<file path="src/rtl/multicycle_control_pkg.sv">
// Shared constants for the multi-cycle MIPS control unit.
// Holds opcode values, ALUOp / ALUSrcB / PCSource encodings, the fixed FSM
// state encodings (exposed on state_o for debug) and a small state helper.
package multicycle_control_pkg;

    // Instruction opcodes (bits [31:26] of the instruction word)
    localparam logic [5:0] OP_R_TYPE = 6'b000000;
    localparam logic [5:0] OP_ADDI   = 6'b001000;
    localparam logic [5:0] OP_LW     = 6'b100011;
    localparam logic [5:0] OP_SW     = 6'b101011;
    localparam logic [5:0] OP_BEQ    = 6'b000100;
    localparam logic [5:0] OP_J      = 6'b000010;

    // ALU-control selector
    localparam logic [1:0] ALUOP_ADD   = 2'b00;
    localparam logic [1:0] ALUOP_SUB   = 2'b01;
    localparam logic [1:0] ALUOP_FUNCT = 2'b11;

    // ALU B-operand mux
    localparam logic [1:0] SRC_B_RT      = 2'b00;
    localparam logic [1:0] SRC_B_FOUR    = 2'b01;
    localparam logic [1:0] SRC_B_IMM     = 2'b10;
    localparam logic [1:0] SRC_B_IMM_SL2 = 2'b11;

    // PC source mux
    localparam logic [1:0] PC_SRC_ALU    = 2'b00;
    localparam logic [1:0] PC_SRC_ALUOUT = 2'b01;
    localparam logic [1:0] PC_SRC_JUMP   = 2'b10;

    // FSM state encodings; these values are visible on state_o
    localparam int unsigned STATE_W = 4;
    localparam logic [3:0] ST_IDLE     = 4'd0;
    localparam logic [3:0] ST_FETCH    = 4'd1;
    localparam logic [3:0] ST_DECODE   = 4'd2;
    localparam logic [3:0] ST_MEM_ADDR = 4'd3;
    localparam logic [3:0] ST_MEM_RD   = 4'd4;
    localparam logic [3:0] ST_MEM_WB   = 4'd5;
    localparam logic [3:0] ST_MEM_WR   = 4'd6;
    localparam logic [3:0] ST_R_EXE    = 4'd7;
    localparam logic [3:0] ST_R_WB     = 4'd8;
    localparam logic [3:0] ST_I_EXE    = 4'd9;
    localparam logic [3:0] ST_I_WB     = 4'd10;
    localparam logic [3:0] ST_BRANCH   = 4'd11;
    localparam logic [3:0] ST_JUMP     = 4'd12;

    // States that own the shared memory port and run the wait counter
    function automatic logic is_mem_state(input logic [3:0] st);
        return (st == ST_FETCH) || (st == ST_MEM_RD) || (st == ST_MEM_WR);
    endfunction

endpackage

</file>
<file path="src/rtl/multicycle_control.sv">
// Multi-cycle MIPS control unit.
// Sequences each instruction through FETCH / DECODE / execute / memory /
// write-back states, drives the datapath muxes and enables, and handshakes
// with a variable-latency shared I/D memory port with an optional timeout.
//
// Ports:
//   clk_i, rst_i        clock, synchronous active-high reset
//   start_i             CPU runs while high (sampled on entry to FETCH)
//   op_i                opcode from IR, valid from DECODE onward
//   zero_i              ALU zero flag (gated into the PC in the datapath)
//   mem_ready_i         memory completes the current request this cycle
//   mem_req_o/mem_we_o  memory request / write qualifier
//   iord_o              memory address select (0 PC, 1 ALUOut)
//   ir_write_o, pc_write_o, pc_write_cond_o, pc_source_o
//   alu_src_a_o, alu_src_b_o, alu_op_o
//   reg_dst_o, reg_write_o, mem_to_reg_o
//   state_o             current state (debug)
//   err_o               one-cycle pulse: illegal opcode or memory timeout
module multicycle_control
    import multicycle_control_pkg::*;
#(
    parameter int unsigned OP_W        = 6,
    parameter int unsigned ALUOP_W     = 2,
    parameter int unsigned MEM_TIMEOUT = 255
) (
    input  logic               clk_i,
    input  logic               rst_i,
    input  logic               start_i,
    input  logic [OP_W-1:0]    op_i,
    input  logic               zero_i,
    input  logic               mem_ready_i,
    output logic               mem_req_o,
    output logic               mem_we_o,
    output logic               iord_o,
    output logic               ir_write_o,
    output logic               pc_write_o,
    output logic               pc_write_cond_o,
    output logic [1:0]         pc_source_o,
    output logic               alu_src_a_o,
    output logic [1:0]         alu_src_b_o,
    output logic [ALUOP_W-1:0] alu_op_o,
    output logic               reg_dst_o,
    output logic               reg_write_o,
    output logic               mem_to_reg_o,
    output logic [3:0]         state_o,
    output logic               err_o
);

    localparam int unsigned CNT_W = (MEM_TIMEOUT > 1) ? $clog2(MEM_TIMEOUT + 1) : 1;
    localparam logic [CNT_W-1:0] CNT_MAX     = '1;
    localparam logic [CNT_W-1:0] TIMEOUT_VAL = CNT_W'(MEM_TIMEOUT);

    logic [3:0]       r_state;
    logic [3:0]       w_state_next;
    logic [CNT_W-1:0] r_wait_cnt;
    logic [CNT_W-1:0] w_wait_cnt_next;
    logic             r_fetch_issued;  // FETCH request already on the port
    logic             w_fetch_issued_next;

    logic w_mem_state;
    logic w_req;
    logic w_done;
    logic w_timeout;
    logic w_illegal;

    // The branch decision (zero_i & pc_write_cond_o) is made in the datapath;
    // the flag is part of the interface only.
    logic w_unused_zero;
    assign w_unused_zero = zero_i;

    // Memory handshake
    always_comb begin
        w_mem_state = is_mem_state(r_state);
        w_req       = 1'b0;
        if (r_state == ST_FETCH) begin
            // start_i only gates a fetch that has not been issued yet
            w_req = r_fetch_issued | start_i;
        end else if (w_mem_state) begin
            w_req = 1'b1;
        end
        w_done    = w_req & mem_ready_i;
        // A completing cycle beats a timeout on the same cycle
        w_timeout = (MEM_TIMEOUT != 0) && w_req && !mem_ready_i
                    && (r_wait_cnt == TIMEOUT_VAL);
    end

    // Wait counter: restarts on every entry to a memory state, saturates so a
    // disabled timeout never wraps.
    always_comb begin
        w_wait_cnt_next = '0;
        if (w_req && !w_done && !w_timeout) begin
            w_wait_cnt_next = (r_wait_cnt == CNT_MAX) ? r_wait_cnt : r_wait_cnt + 1'b1;
        end
        w_fetch_issued_next = (r_state == ST_FETCH) && w_req && !w_done && !w_timeout;
    end

    // Next-state logic
    always_comb begin
        w_state_next = r_state;
        w_illegal    = 1'b0;
        case (r_state)
            ST_IDLE: begin
                if (start_i) w_state_next = ST_FETCH;
            end
            ST_FETCH: begin
                if (!w_req) begin
                    w_state_next = ST_IDLE;
                end else if (w_done) begin
                    w_state_next = ST_DECODE;
                end
                // timeout re-enters FETCH; the counter and issue flag clear
            end
            ST_DECODE: begin
                case (op_i)
                    OP_W'(OP_R_TYPE): w_state_next = ST_R_EXE;
                    OP_W'(OP_ADDI):   w_state_next = ST_I_EXE;
                    OP_W'(OP_LW),
                    OP_W'(OP_SW):     w_state_next = ST_MEM_ADDR;
                    OP_W'(OP_BEQ):    w_state_next = ST_BRANCH;
                    OP_W'(OP_J):      w_state_next = ST_JUMP;
                    default: begin
                        w_state_next = ST_FETCH;
                        w_illegal    = 1'b1;
                    end
                endcase
            end
            ST_MEM_ADDR: begin
                w_state_next = (op_i == OP_W'(OP_SW)) ? ST_MEM_WR : ST_MEM_RD;
            end
            ST_MEM_RD: begin
                if (w_done) begin
                    w_state_next = ST_MEM_WB;
                end else if (w_timeout) begin
                    w_state_next = ST_FETCH;
                end
            end
            ST_MEM_WR: begin
                if (w_done || w_timeout) w_state_next = ST_FETCH;
            end
            ST_R_EXE:  w_state_next = ST_R_WB;
            ST_I_EXE:  w_state_next = ST_I_WB;
            ST_MEM_WB,
            ST_R_WB,
            ST_I_WB,
            ST_BRANCH,
            ST_JUMP:   w_state_next = ST_FETCH;
            default:   w_state_next = ST_IDLE;
        endcase
    end

    // Output decode
    always_comb begin
        mem_req_o       = 1'b0;
        mem_we_o        = 1'b0;
        iord_o          = 1'b0;
        ir_write_o      = 1'b0;
        pc_write_o      = 1'b0;
        pc_write_cond_o = 1'b0;
        pc_source_o     = PC_SRC_ALU;
        alu_src_a_o     = 1'b0;
        alu_src_b_o     = SRC_B_RT;
        alu_op_o        = ALUOP_W'(ALUOP_ADD);
        reg_dst_o       = 1'b0;
        reg_write_o     = 1'b0;
        mem_to_reg_o    = 1'b0;
        case (r_state)
            ST_FETCH: begin
                mem_req_o   = w_req;
                alu_src_b_o = SRC_B_FOUR;
                // PC+4 and IR latch only on the completing cycle
                ir_write_o  = w_done;
                pc_write_o  = w_done;
            end
            ST_DECODE: begin
                alu_src_b_o = SRC_B_IMM_SL2;
            end
            ST_MEM_ADDR, ST_I_EXE: begin
                alu_src_a_o = 1'b1;
                alu_src_b_o = SRC_B_IMM;
            end
            ST_MEM_RD: begin
                mem_req_o = 1'b1;
                iord_o    = 1'b1;
            end
            ST_MEM_WR: begin
                mem_req_o = 1'b1;
                mem_we_o  = 1'b1;
                iord_o    = 1'b1;
            end
            ST_MEM_WB: begin
                reg_write_o  = 1'b1;
                mem_to_reg_o = 1'b1;
            end
            ST_R_EXE: begin
                alu_src_a_o = 1'b1;
                alu_op_o    = ALUOP_W'(ALUOP_FUNCT);
            end
            ST_R_WB: begin
                reg_write_o = 1'b1;
                reg_dst_o   = 1'b1;
            end
            ST_I_WB: begin
                reg_write_o = 1'b1;
            end
            ST_BRANCH: begin
                alu_src_a_o     = 1'b1;
                alu_op_o        = ALUOP_W'(ALUOP_SUB);
                pc_write_cond_o = 1'b1;
                pc_source_o     = PC_SRC_ALUOUT;
            end
            ST_JUMP: begin
                pc_write_o  = 1'b1;
                pc_source_o = PC_SRC_JUMP;
            end
            default: begin
            end
        endcase
        state_o = r_state;
        err_o   = w_timeout | w_illegal;
    end

    always_ff @(posedge clk_i) begin
        if (rst_i) begin
            r_state        <= ST_IDLE;
            r_wait_cnt     <= '0;
            r_fetch_issued <= 1'b0;
        end else begin
            r_state        <= w_state_next;
            r_wait_cnt     <= w_wait_cnt_next;
            r_fetch_issued <= w_fetch_issued_next;
        end
    end

endmodule

</file>
<file path="config.mk">
export PLATFORM = sky130hd
export DESIGN_NAME = multicycle_control
export DESIGN_NICKNAME = d
export VERILOG_FILES = /design/src/rtl/multicycle_control_pkg.sv /design/src/rtl/multicycle_control.sv
export SDC_FILE = /design/constraint.sdc
export NUM_CORES = 1
export LEC_CHECK = 0
export CORE_MARGIN = 2
export CORE_UTILIZATION = 47
export DETAILED_ROUTE_END_ITERATION = 10
export HOLD_SLACK_MARGIN = 0.03
export MAX_ROUTING_LAYER = met4
export PLACE_DENSITY = 0.89
export SKIP_LAST_GASP = 1
export SLEW_MARGIN = 20
export SYNTH_ARGS = -nofsm -noshare
export SYNTH_HDL_FRONTEND = slang
export SYNTH_SLANG_ARGS = --single-unit
</file>
<file path="constraint.sdc">
create_clock -name clk_i -period 4.55 [get_ports clk_i]
set_clock_uncertainty 0.1 [all_clocks]
set_input_delay 0.6825 -clock clk_i [delete_from_list [all_inputs] [get_ports clk_i]]
set_output_delay 0.6825 -clock clk_i [all_outputs]
set_load 0.03 [all_outputs]
</file>
==> key figures, run 1 <==
CTS
  – Clock Latency Late Sink: 0.28 ns
  – Root Driver: clkbuf_4
  – Post-CTS setup buffer count: 0
  – Hold Buf Count CTS: 0
  – # clock sinks: 13
  – Max H-tree Level: 1
  – Max Root-Sink Buffers: 2
  – CTS clk-pin slew, worst paths: 0.08 ns
  – PostCTS Resize Cnt: 0
  – CTS Buf Count: 3
  – TritonCTS clock tree: done

STA
  – Slew HR: 62.1%
  – Hold Fails Final Rpt: 0
  – Unrepaired setup endpoints after global routing: no
  – Final-report setup violation count: 0
  – Slew @ Worst Pin: 0.567 ns
  – Fin Setup TNS: 0 ns
  – Fin crit period: 3.50 ns
  – Final Max Tran Viols: 0
  – Fmax: 285 MHz
  – Hold WS: 0.384 ns
  – Final cycle utilization of the critical path: 77.0%

Synthesis
  – Synth Area in XOR/XNOR: 7.65%
  – Mapped Cells: 117
  – Sequential area share after synthesis: 28.4%
  – Synthesized area: 916 um2
  – Largest family of logic cells by synthesized area: simple AND/OR/NAND/NOR gates
  – Mapped Nets: 129
  – Mux contribution to synthesized area: 1.09%
  – EDFF count, synth: 0
  – Compound-Gate Fraction of Synth Area: 23.6%
  – Synthesis Warnings: 0
  – Yosys top cell by area: dfxtp_1
  – Top post-synthesis cells by count: nor2_1 (21), dfxtp_1 (13), nand2_1 (9)
  – Top FF cell, synth: dfxtp_1
  – Post-Synth Simple-Gate Area: 32.8%
  – Library cells used by synthesis: 43
  – Top-count cell post-synth: nor2_1
  – Synth Area in Adders: 1.37%
  – Synth area leaders: dfxtp_1 (28%), nor2_1 (8.6%), xor2_1 (5.7%)
  – Count of state elements after synthesis: 13
  – Syn Area/Cell: 7.83 um2
  – Ys async rst share: 0%
  – Yosys top cell area share: 28.4%

Layout
  – Ant. Diodes: 0
  – Fin area: 1250 um2
  – Non-filler cells, final: 171
  – Synth-to-Final Area Change: 36.1%
  – Proportion of layout cells with a drive suffix above 1: 7.53%
  – Fin nets: 159

Global routing
  – Global-route wire length before repair: 3590 um
  – Met2 Resource Use GR: 33.2%
  – Total global routing overflow: 0
  – Met1 usage: 29.0%
  – Vias in the first global route: 828
  – Overall routing resource usage: 23.0%
  – Antenna violations before repair: 0
  – Pin count of the biggest net entering global routing: 18
  – GR Util met3: 7.78%
  – Global route hottest layer: met2

Setup path
  – Slowest cell delay on critical path: 0.65 ns
  – Crit-path cells: clkdlybuf4s50_1 -> o211ai_1 -> a21oi_1 -> and3_1 -> or2_2 -> clkdlybuf4s50_1
  – RR Endpoint: state_o[0]$_SDFFE_PP0P_
  – Crit path max fanout: 5
  – Worst Path Required: 3.77 ns
  – Worst setup path start: start_i
  – R2R Setup Slk: 2.69 ns
  – Critical path arrival: 2.72 ns
  – Critical setup path kind: primary input to primary output
  – Critical Path Sink: pc_write_o
  – Worst setup EP type: primary output
  – Most used cell, CP: clkdlybuf4s50_1
  – Critical path launch point type: primary input
  – Reg2Reg Depth: 5
  – Reg-to-Reg Start: state_o[0]$_SDFFE_PP0P_
  – CP max-delay cell: clkdlybuf4s50_1

Drt
  – Total number of vias: 953
  – Post-route ant nets: 0
  – Vias per cell: 5.57
  – Final wirelength: 2270 um
  – # DRC: 0
  – Starting DRT DRC Count: 16
  – WL/cell: 13.3 um
  – Detailed Routing Iterations Pass 1: 4

Floorplanning
  – Row cnt: 15
  – Initial Util: 51.4%
  – Std-Cell Core Area: 1780 um2
  – Die width: 48.1 um
  – Die height: 48.1 um
  – Die area: 2320 um2
  – I/O pins: 32

Placement
  – Port Buffers: 30
  – GP Congestion: 0.892
  – Post-detail-place hpwl: 1670 um
  – Post-DP Area: 1220 um2
  – Placed cells: 167

Power
  – Worst IR Drop VDD: 0.270 mV
  – Tot Pwr: 0.000421 W
  – Pwr dens: 338 nW/um2
  – Pleak: 0.424 nW

Job
  – Max-cap viol count: 0

Hold path
  – Min-delay src: r_wait_cnt[0]$_SDFFE_PP0P_
  – Hold Path Class: flip-flop to flip-flop

Run status
  – Status: completed
## worst max-delay path, delay by kind of cell
| family | cells | cell delay [ns] |
|---|---|---|
| compound gates | 2 | 0.49 |
| buf+inv | 2 | 1.18 |
| simple gates | 2 | 0.36 |
## worst min path at each step
stage | to | cells past startpoint
after CTS | r_wait_cnt[0]$_SDFFE_PP0P_ | 1
final | r_wait_cnt[0]$_SDFFE_PP0P_ | 1
after global routing | r_wait_cnt[0]$_SDFFE_PP0P_ | 1
after floorplan | r_wait_cnt[0]$_SDFFE_PP0P_ | 1
after global placement | r_wait_cnt[0]$_SDFFE_PP0P_ | 1
after detailed placement | r_wait_cnt[0]$_SDFFE_PP0P_ | 1
## stage by stage
step	setup WS, ns	util (%)
6_report	1.05	69.9
3_3_place_gp	1.11	68.4
5_1_grt	0.957	69.9
2_1_floorplan	1.52	-
4_1_cts	1.05	69.9
3_5_place_dp	1.05	68.4
## kinds of logic (layout without fill, tap and decap cells)
group                    after synthesis  count (layout)
multiplexers                           1               1
AO/OA/AOI/OAI                         27              27
AND/OR/NAND/NOR                       57              57
buffers and inverters                 10              39
flip-flops                            13              13
adder cells (fa/ha/maj)                1               1
XOR/XNOR                               8               8
## area by class of cell
cell class / instances / area, um2
Clock buffer: 4 / 26.3
Fill cell: 150 / 537
Inverter: 5 / 18.8
Multi-Input combinational cell: 94 / 609
Sequential cell: 13 / 260
Tap cell: 25 / 31.3
Timing Repair Buffer: 30 / 300
## flip-flops by register name, summed over array words and instances, names as in the netlist
name	cells
state_o	4
r_fetch_issued	1
r_wait_cnt	8
## metal layers
metal | up-vias | wire (um) | share of wire, %
li1 | 482 | - | -
met1 | 435 | 1060 | 47
met2 | 32 | 1020 | 45
met3 | 4 | 137 | 6.0
met4 | 0 | 53 | 2.3
met5 | - | 0 | 0
## cell usage in the layout, fill, tap and decap left out, types with 4 or more instances in the layout
master,Yosys,final
clkdlybuf4s50_1,0,30
nand2b_1,4,4
xor2_1,6,6
dfxtp_1,13,13
nor2_1,21,21
nand3_1,4,4
a21oi_1,6,6
nand2_1,9,9
inv_1,5,5
o21ai_0,5,5
## report_power, final
part | leakage (nW) | internal (W) | total (W) | switching, W
registers | 0.105 | 0.000122 | 0.000149 | 0.0000271
logic | 0.304 | 0.0000867 | 0.000199 | 0.000112
clock network | 0.0150 | 0.0000341 | 0.0000732 | 0.0000391
total | 0.424 | 0.000243 | 0.000421 | 0.000178
Note: power is estimated with default switching activity, not from simulation.
==> run 2: changes to the inputs <==
Settings changed: CORE_UTILIZATION 47 to 40, PLACE_DENSITY 0.89 to 0.81.
Clock period 4.55 ns to 2.83 ns, I/O delays scaled along.
==> run 2 against run 1 <==
Compared with the run above: utilization is 13 points lower; first-iteration DRC count is 38% lower; sequential power is 62% higher; final area is 0.30% higher; hold slack better by 0.027 ns; non-clock buffer count is 1 higher; register-to-register slack worse by 1.7 ns; flip-flop and latch count stayed put; final cell count is 2.3% higher; critical path depth is 1 higher; die area is 16% higher; global-route usage is 1.9 points lower; critical path type is now flip-flop to primary output; critical endpoint unchanged; highest routed layer unchanged.
==> key figures, run 2 (synthesized netlist as in run 1, its figures left out) <==
Run status
  – Status: completed (unchanged)

Hold path
  – Hold Path Class: flip-flop to flip-flop (unchanged)
  – Hold Path Depth: 1 (unchanged)
  – Min-Delay Endpoint: r_wait_cnt[0]$_SDFFE_PP0P_ (unchanged)
  – Min-delay src: r_wait_cnt[0]$_SDFFE_PP0P_ (unchanged)

Layout
  – Synth-to-Final Area Change: 36.5% (was 36.1%)
  – FF/Latch Area: 260 um2 (unchanged)
  – Proportion of layout cells with a drive suffix above 1: 10.2% (was 7.53%)
  – Commonest non-fill, non-tap cell in the layout: clkdlybuf4s50_1 (unchanged)
  – Multi-input gate area: 609 um2 (unchanged)
  – Layout Utilization: 57.1% (was 69.9%)
  – Max reg flops: 8 (unchanged)
  – Ant. Diodes: 0 (unchanged)
  – Top reg by flops: r_wait_cnt (unchanged)
  – Fillers: 205 (was 150)
  – Fin nets: 160 (was 159)
  – Commonest cells after routing, fill and taps aside: clkdlybuf4s50_1 (27), nor2_1 (21), dfxtp_1 (13) (was clkdlybuf4s50_1 (30), nor2_1 (21), dfxtp_1 (13))

CTS
  – TritonCTS clock tree: done (unchanged)
  – Max H-tree Level: 1 (unchanged)
  – # clock sinks: 13 (unchanged)
  – Max Root-Sink Buffers: 2 (unchanged)
  – CTS clk-pin slew, worst paths: 0.07 ns (was 0.08 ns)
  – Hold Buf Count CTS: 0 (unchanged)
  – Clock Latency Late Sink: 0.27 ns (was 0.28 ns)
  – Root Driver: clkbuf_4 (unchanged)
  – Post-CTS setup buffer count: 0 (unchanged)
  – PostCTS Resize Cnt: 0 (unchanged)
  – CTS Buf Count: 3 (unchanged)

Global routing
  – Vias in the first global route: 949 (was 828)
  – Overall routing resource usage: 21.0% (was 23.0%)
  – Antenna violations before repair: 0 (unchanged)
  – Total global routing overflow: 0 (unchanged)
  – Pin count of the biggest net entering global routing: 18 (unchanged)
  – Global-route wire length before repair: 4220 um (was 3590 um)

Drt
  – Starting DRT DRC Count: 10 (was 16)
  – Detailed Routing Iterations Pass 1: 4 (unchanged)
  – # DRC: 0 (unchanged)
  – Post-route ant nets: 0 (unchanged)
  – Total number of vias: 954 (was 953)
  – Vias per cell: 5.45 (was 5.57)
  – WL/cell: 13.8 um (was 13.3 um)
  – Final wirelength: 2410 um (was 2270 um)

Setup path
  – Reg-to-Reg Start: state_o[0]$_SDFFE_PP0P_ (unchanged)
  – Crit path max fanout: 14 (was 5)
  – Reg2Reg Depth: 5 (unchanged)
  – R2R Setup Slk: 1.02 ns (was 2.69 ns)
  – Worst setup path start: state_o[0]$_SDFFE_PP0P_ (was start_i)
  – Slowest cell delay on critical path: 0.64 ns (was 0.65 ns)
  – RR Endpoint: state_o[0]$_SDFFE_PP0P_ (unchanged)
  – Most used cell, CP: buf_4 (was clkdlybuf4s50_1)
  – Critical setup path kind: flip-flop to primary output (was primary input to primary output)
  – Critical path arrival: 2.11 ns (was 2.72 ns)
  – Worst setup EP type: primary output (unchanged)
  – Critical path launch point type: flip-flop (was primary input)
  – CP max-delay cell: dfxtp_1 (was clkdlybuf4s50_1)
  – Worst Path Required: 2.31 ns (was 3.77 ns)
  – Crit-path cells: inv_1 -> nand2_1 -> a21oi_1 -> buf_4 -> and3_1 -> or2_2 -> buf_4 (was clkdlybuf4s50_1 -> o211ai_1 -> a21oi_1 -> and3_1 -> or2_2 -> clkdlybuf4s50_1)

STA
  – Final cycle utilization of the critical path: 93.2%
  – Slew HR: 61.6% (was 62.1%)
  – Hold Fails Final Rpt: 0 (unchanged)
  – Final setup margin: 0.193 ns (was 1.05 ns)
  – Fin crit period: 2.64 ns
  – Fin Setup TNS: 0 ns (unchanged)
  – Slew @ Worst Pin: 0.575 ns (was 0.567 ns)
  – Fmax: 379 MHz
  – Final Max Tran Viols: 0 (unchanged)
  – Final-report setup violation count: 0 (unchanged)
  – Unrepaired setup endpoints after global routing: no (unchanged)

Placement
  – Post-Place Worst Slack: 0.278 ns (was 1.05 ns)
  – GP Congestion: 0.880 (was 0.892)
  – Port Buffers: 30 (unchanged)
  – Post-detail-place hpwl: 1790 um (was 1670 um)

Power
  – Pwr dens: 540 nW/um2 (was 338 nW/um2)
  – Pleak: 0.435 nW (was 0.424 nW)
  – Tot Pwr: 0.000675 W (was 0.000421 W)
  – Worst IR Drop VDD: 0.393 mV (was 0.270 mV)

Floorplanning
  – Die height: 51.9 um (was 48.1 um)
  – Die width: 51.9 um (was 48.1 um)
  – Initial Util: 41.8% (was 51.4%)
  – I/O pins: 32 (unchanged)
  – Std-Cell Core Area: 2190 um2 (was 1780 um2)
  – Row cnt: 17 (was 15)
  – Die area: 2690 um2 (was 2320 um2)

Job
  – Max-cap viol count: 0 (unchanged)
run 2: cell count changes in the layout (fill, tap and decap cells not counted), sizes merged:
| cell | change |
|---|---|
| clkdlybuf4s50 | -3 |
| buf | +4 |
run 2: power breakdown:
group | total (W) | leakage [nW] | switching, W | internal, W
registers | 0.000241 | 0.105 | 0.0000448 | 0.000196
logic | 0.000322 | 0.315 | 0.000180 | 0.000142
clock network | 0.000112 | 0.0150 | 0.0000575 | 0.0000545
run 2: layout make-up:
class,count,share of cell area (%)
multi-input cells,94,48.7
repair buffers,31,24.0
flip-flops and latches,13,20.8
well taps,28,2.80
clock buffers,4,2.10
inverters,5,1.50
run 2: stage by stage:
| stage | instances | hold slack, ns | cell area [um2] |
|---|---|---|---|
| after global placement | 171 | 0.360 | 1220 |
| after CTS | 175 | 0.420 | 1250 |
| after detailed placement | 171 | 0.403 | 1220 |
| final | 175 | 0.411 | 1250 |
| after floorplan | 117 | 0.341 | 916 |
| after global routing | 175 | 0.456 | 1250 |
run 2: worst max path at each step:
stage                     endpoint  slack, ns  depth (start not counted)
floorplan               pc_write_o       0.06                          5
global placement         mem_req_o       0.27                          4
detailed placement      pc_write_o       0.28                          7
CTS                 alu_src_b_o[1]       0.19                          4
global route            pc_write_o       0.02                          7
finish                  pc_write_o       0.19                          7
run 2: per-layer routing:
metal | vias up | global-route usage [%] | wire, um
met4 | 0 | 9.21 | 23
li1 | 482 | - | -
met5 | - | - | 0
met2 | 24 | 35.4 | 1180
met1 | 444 | 25.0 | 1100
met3 | 4 | 2.59 | 108
run 2: critical path, delay by kind of cell, from the launching register on:
kind | cells | cell delay [ns]
AOI/OAI and AO/OA | 1 | 0.08
buffers and inverters | 3 | 0.57
DFF | 1 | 0.64
and+or+nand+nor | 3 | 0.56
==> run 3: changes to the inputs <==
Settings changed: ABC_CLOCK_PERIOD_IN_PS set to 2830.
==> results of run 3 <==
Same layout as run 2: the final DEF is identical, and so are final timing and power.
==> patch (settings of run 2) <==
Make the reset (`rst_i`) asynchronous in one clocked block. Comments in the files are not updated.
--- a/src/rtl/multicycle_control.sv
+++ b/src/rtl/multicycle_control.sv
@@ -219,7 +219,7 @@
         err_o   = w_timeout | w_illegal;
     end
 
-    always_ff @(posedge clk_i) begin
+    always_ff @(posedge clk_i or posedge rst_i) begin
         if (rst_i) begin
             r_state        <= ST_IDLE;
             r_wait_cnt     <= '0;
Function: differs if rst_i is asserted again (counterexample within 4 cycles, from zero or initial values and one cycle with rst_i high); with rst_i held inactive, the same outputs for 10 cycles.
==> patch against run 2 <==
  * Wire length rose by 4.7%
  * Largest cell class unchanged
  * Critical path depth fell by 2
  * Synthesized area rose by 5.7%
  * Worst setup slack worse by 75 ps
  * Die area grew 5.3%
  * Global-route usage fell by 1.6 points
  * Highest routed layer unchanged
  * Sequential cell count unchanged
  * Cell area rose by 6.3%
Power is not compared: it rests on default switching activity, and its combinational part moved more than twofold at a synthesized area within 25%.
==> patch: results (changes against run 2) <==
\begin{tabular}{lr}
\hline
Metric & Value \\
\hline
\multicolumn{2}{l}{\textbf{Logic synthesis}} \\
Fraction of synthesized area in multiplexers & 1.034\% (-0.059 points) \\
Adder and majority gate portion of the synthesized area & 1.292\% (-0.074 points) \\
Seq/Total Area, Yosys & 33.59\% (+5.2 points) \\
Primary flip-flop cell chosen by synthesis mapping & dfrtp\_1 \\
FFs w/ async S/R, synth & 100.0\% (+100 points) \\
Synth cell count leaders & nor2\_1, dfrtp\_1, nor3\_1 \\
Average cell area after synthesis & 8.277 sq um (+5.7\%) \\
Share of the synthesized netlist area taken by xor and xnor gates & 6.331\% (-1.3 points) \\
Most area-consuming cells after synthesis & dfrtp\_1, nor2\_1, nor3\_1 \\
Post-synthesis compound-gate area fraction & 18.99\% (-4.6 points) \\
\multicolumn{2}{l}{\textbf{Global route}} \\
Routing usage on met1 & 24.34\% (-0.70 points) \\
Met2 track utilization from global routing & 32.72\% (-2.7 points) \\
Via count of the first global-routing pass & 943 (-0.63\%) \\
Met3 usage in global routing & 2.825\% (+0.24 points) \\
Pin count of the biggest net entering global routing & 14 (-4) \\
First-pass GRT wire length & 3.995 mm (-5.2\%) \\
\multicolumn{2}{l}{\textbf{Place}} \\
RePlAce Congestion & 0.9232 (+4.9\%) \\
Number of placed instances with taps included & 174 (+1.8\%) \\
Post-DP HPWL & 1.878 mm (+5.0\%) \\
Instance area at placement & 1299 sq um (+6.1\%) \\
\multicolumn{2}{l}{\textbf{Drt}} \\
Met1 layer wirelength in the final routing & 1.124 mm (+2.3\%) \\
Met2 layer wire length in the routed design & 1.204 mm (+2.4\%) \\
Initial detailed-routing violation count & 13 (+3) \\
Avg Vias per Cell & 5.466 (+0.27\%) \\
\multicolumn{2}{l}{\textbf{Run status}} \\
Result of the run & finished, final reports clean \\
\multicolumn{2}{l}{\textbf{Critical path}} \\
Cell with the largest stage delay on the worst path & clkdlybuf4s50\_1 \\
Family with the most delay on the worst path & buffers and inverters \\
\multicolumn{2}{l}{\textbf{Finish}} \\
\# fillers & 218 (+6.3\%) \\
Final-layout clock-cell area share & 2.072\% (-0.031 points) \\
Count of non-CTS inverters in the layout & 2 (-3) \\
NonClk Buf Share & 25.42\% (+1.4 points) \\
Layout buffer count excluding clock buffers & 36 (+16\%) \\
Share of layout cells above drive strength 1 & 16.00\% (+5.8 points) \\
Final standard cell utilization of the core & 58.93\% (+1.9 points) \\
\multicolumn{2}{l}{\textbf{Worst hold path}} \\
Hold/Removal Path Class & input pin to asynchronous set/reset pin \\
\multicolumn{2}{l}{\textbf{Power and ir drop}} \\
Overall Power & 1.066 mW \\
\multicolumn{2}{l}{\textbf{CTS}} \\
Clock-pin slew on the worst setup and hold paths & 90 ps (+20 ps) \\
\multicolumn{2}{l}{\textbf{STA}} \\
Slew margin rel. & 68.14\% (+6.5 points) \\
\hline
\end{tabular}
## patch: changes by cell type after synthesis, sizes merged, moves of 3 or more
cell	before	now
dfxtp	13	0
inv	5	2
clkbuf	0	3
dfrtp	0	13
nor3	5	8
## patch: cells by family after synthesis
family          count (synthesis)
simple gates                   59
xor+xnor                        7
compound gates                 27
fa+ha+maj                       1
mux                             1
buf+inv                         9
flops                          13
## patch: path summary, 6_finish.rpt
path                                           start                   endpoint  slack, ps
hold / removal                                 rst_i  r_wait_cnt[4]$_DFFE_PP0P_        350
setup reg to reg           r_wait_cnt[0]$_DFFE_PP0P_  r_wait_cnt[2]$_DFFE_PP0P_        900
hold reg to reg            r_wait_cnt[0]$_DFFE_PP0P_  r_wait_cnt[0]$_DFFE_PP0P_        400
max in group asynchronous                      rst_i  r_wait_cnt[6]$_DFFE_PP0P_       1950
setup / recovery                             start_i                  mem_req_o        120
min in group clk_i         r_wait_cnt[0]$_DFFE_PP0P_  r_wait_cnt[0]$_DFFE_PP0P_        400
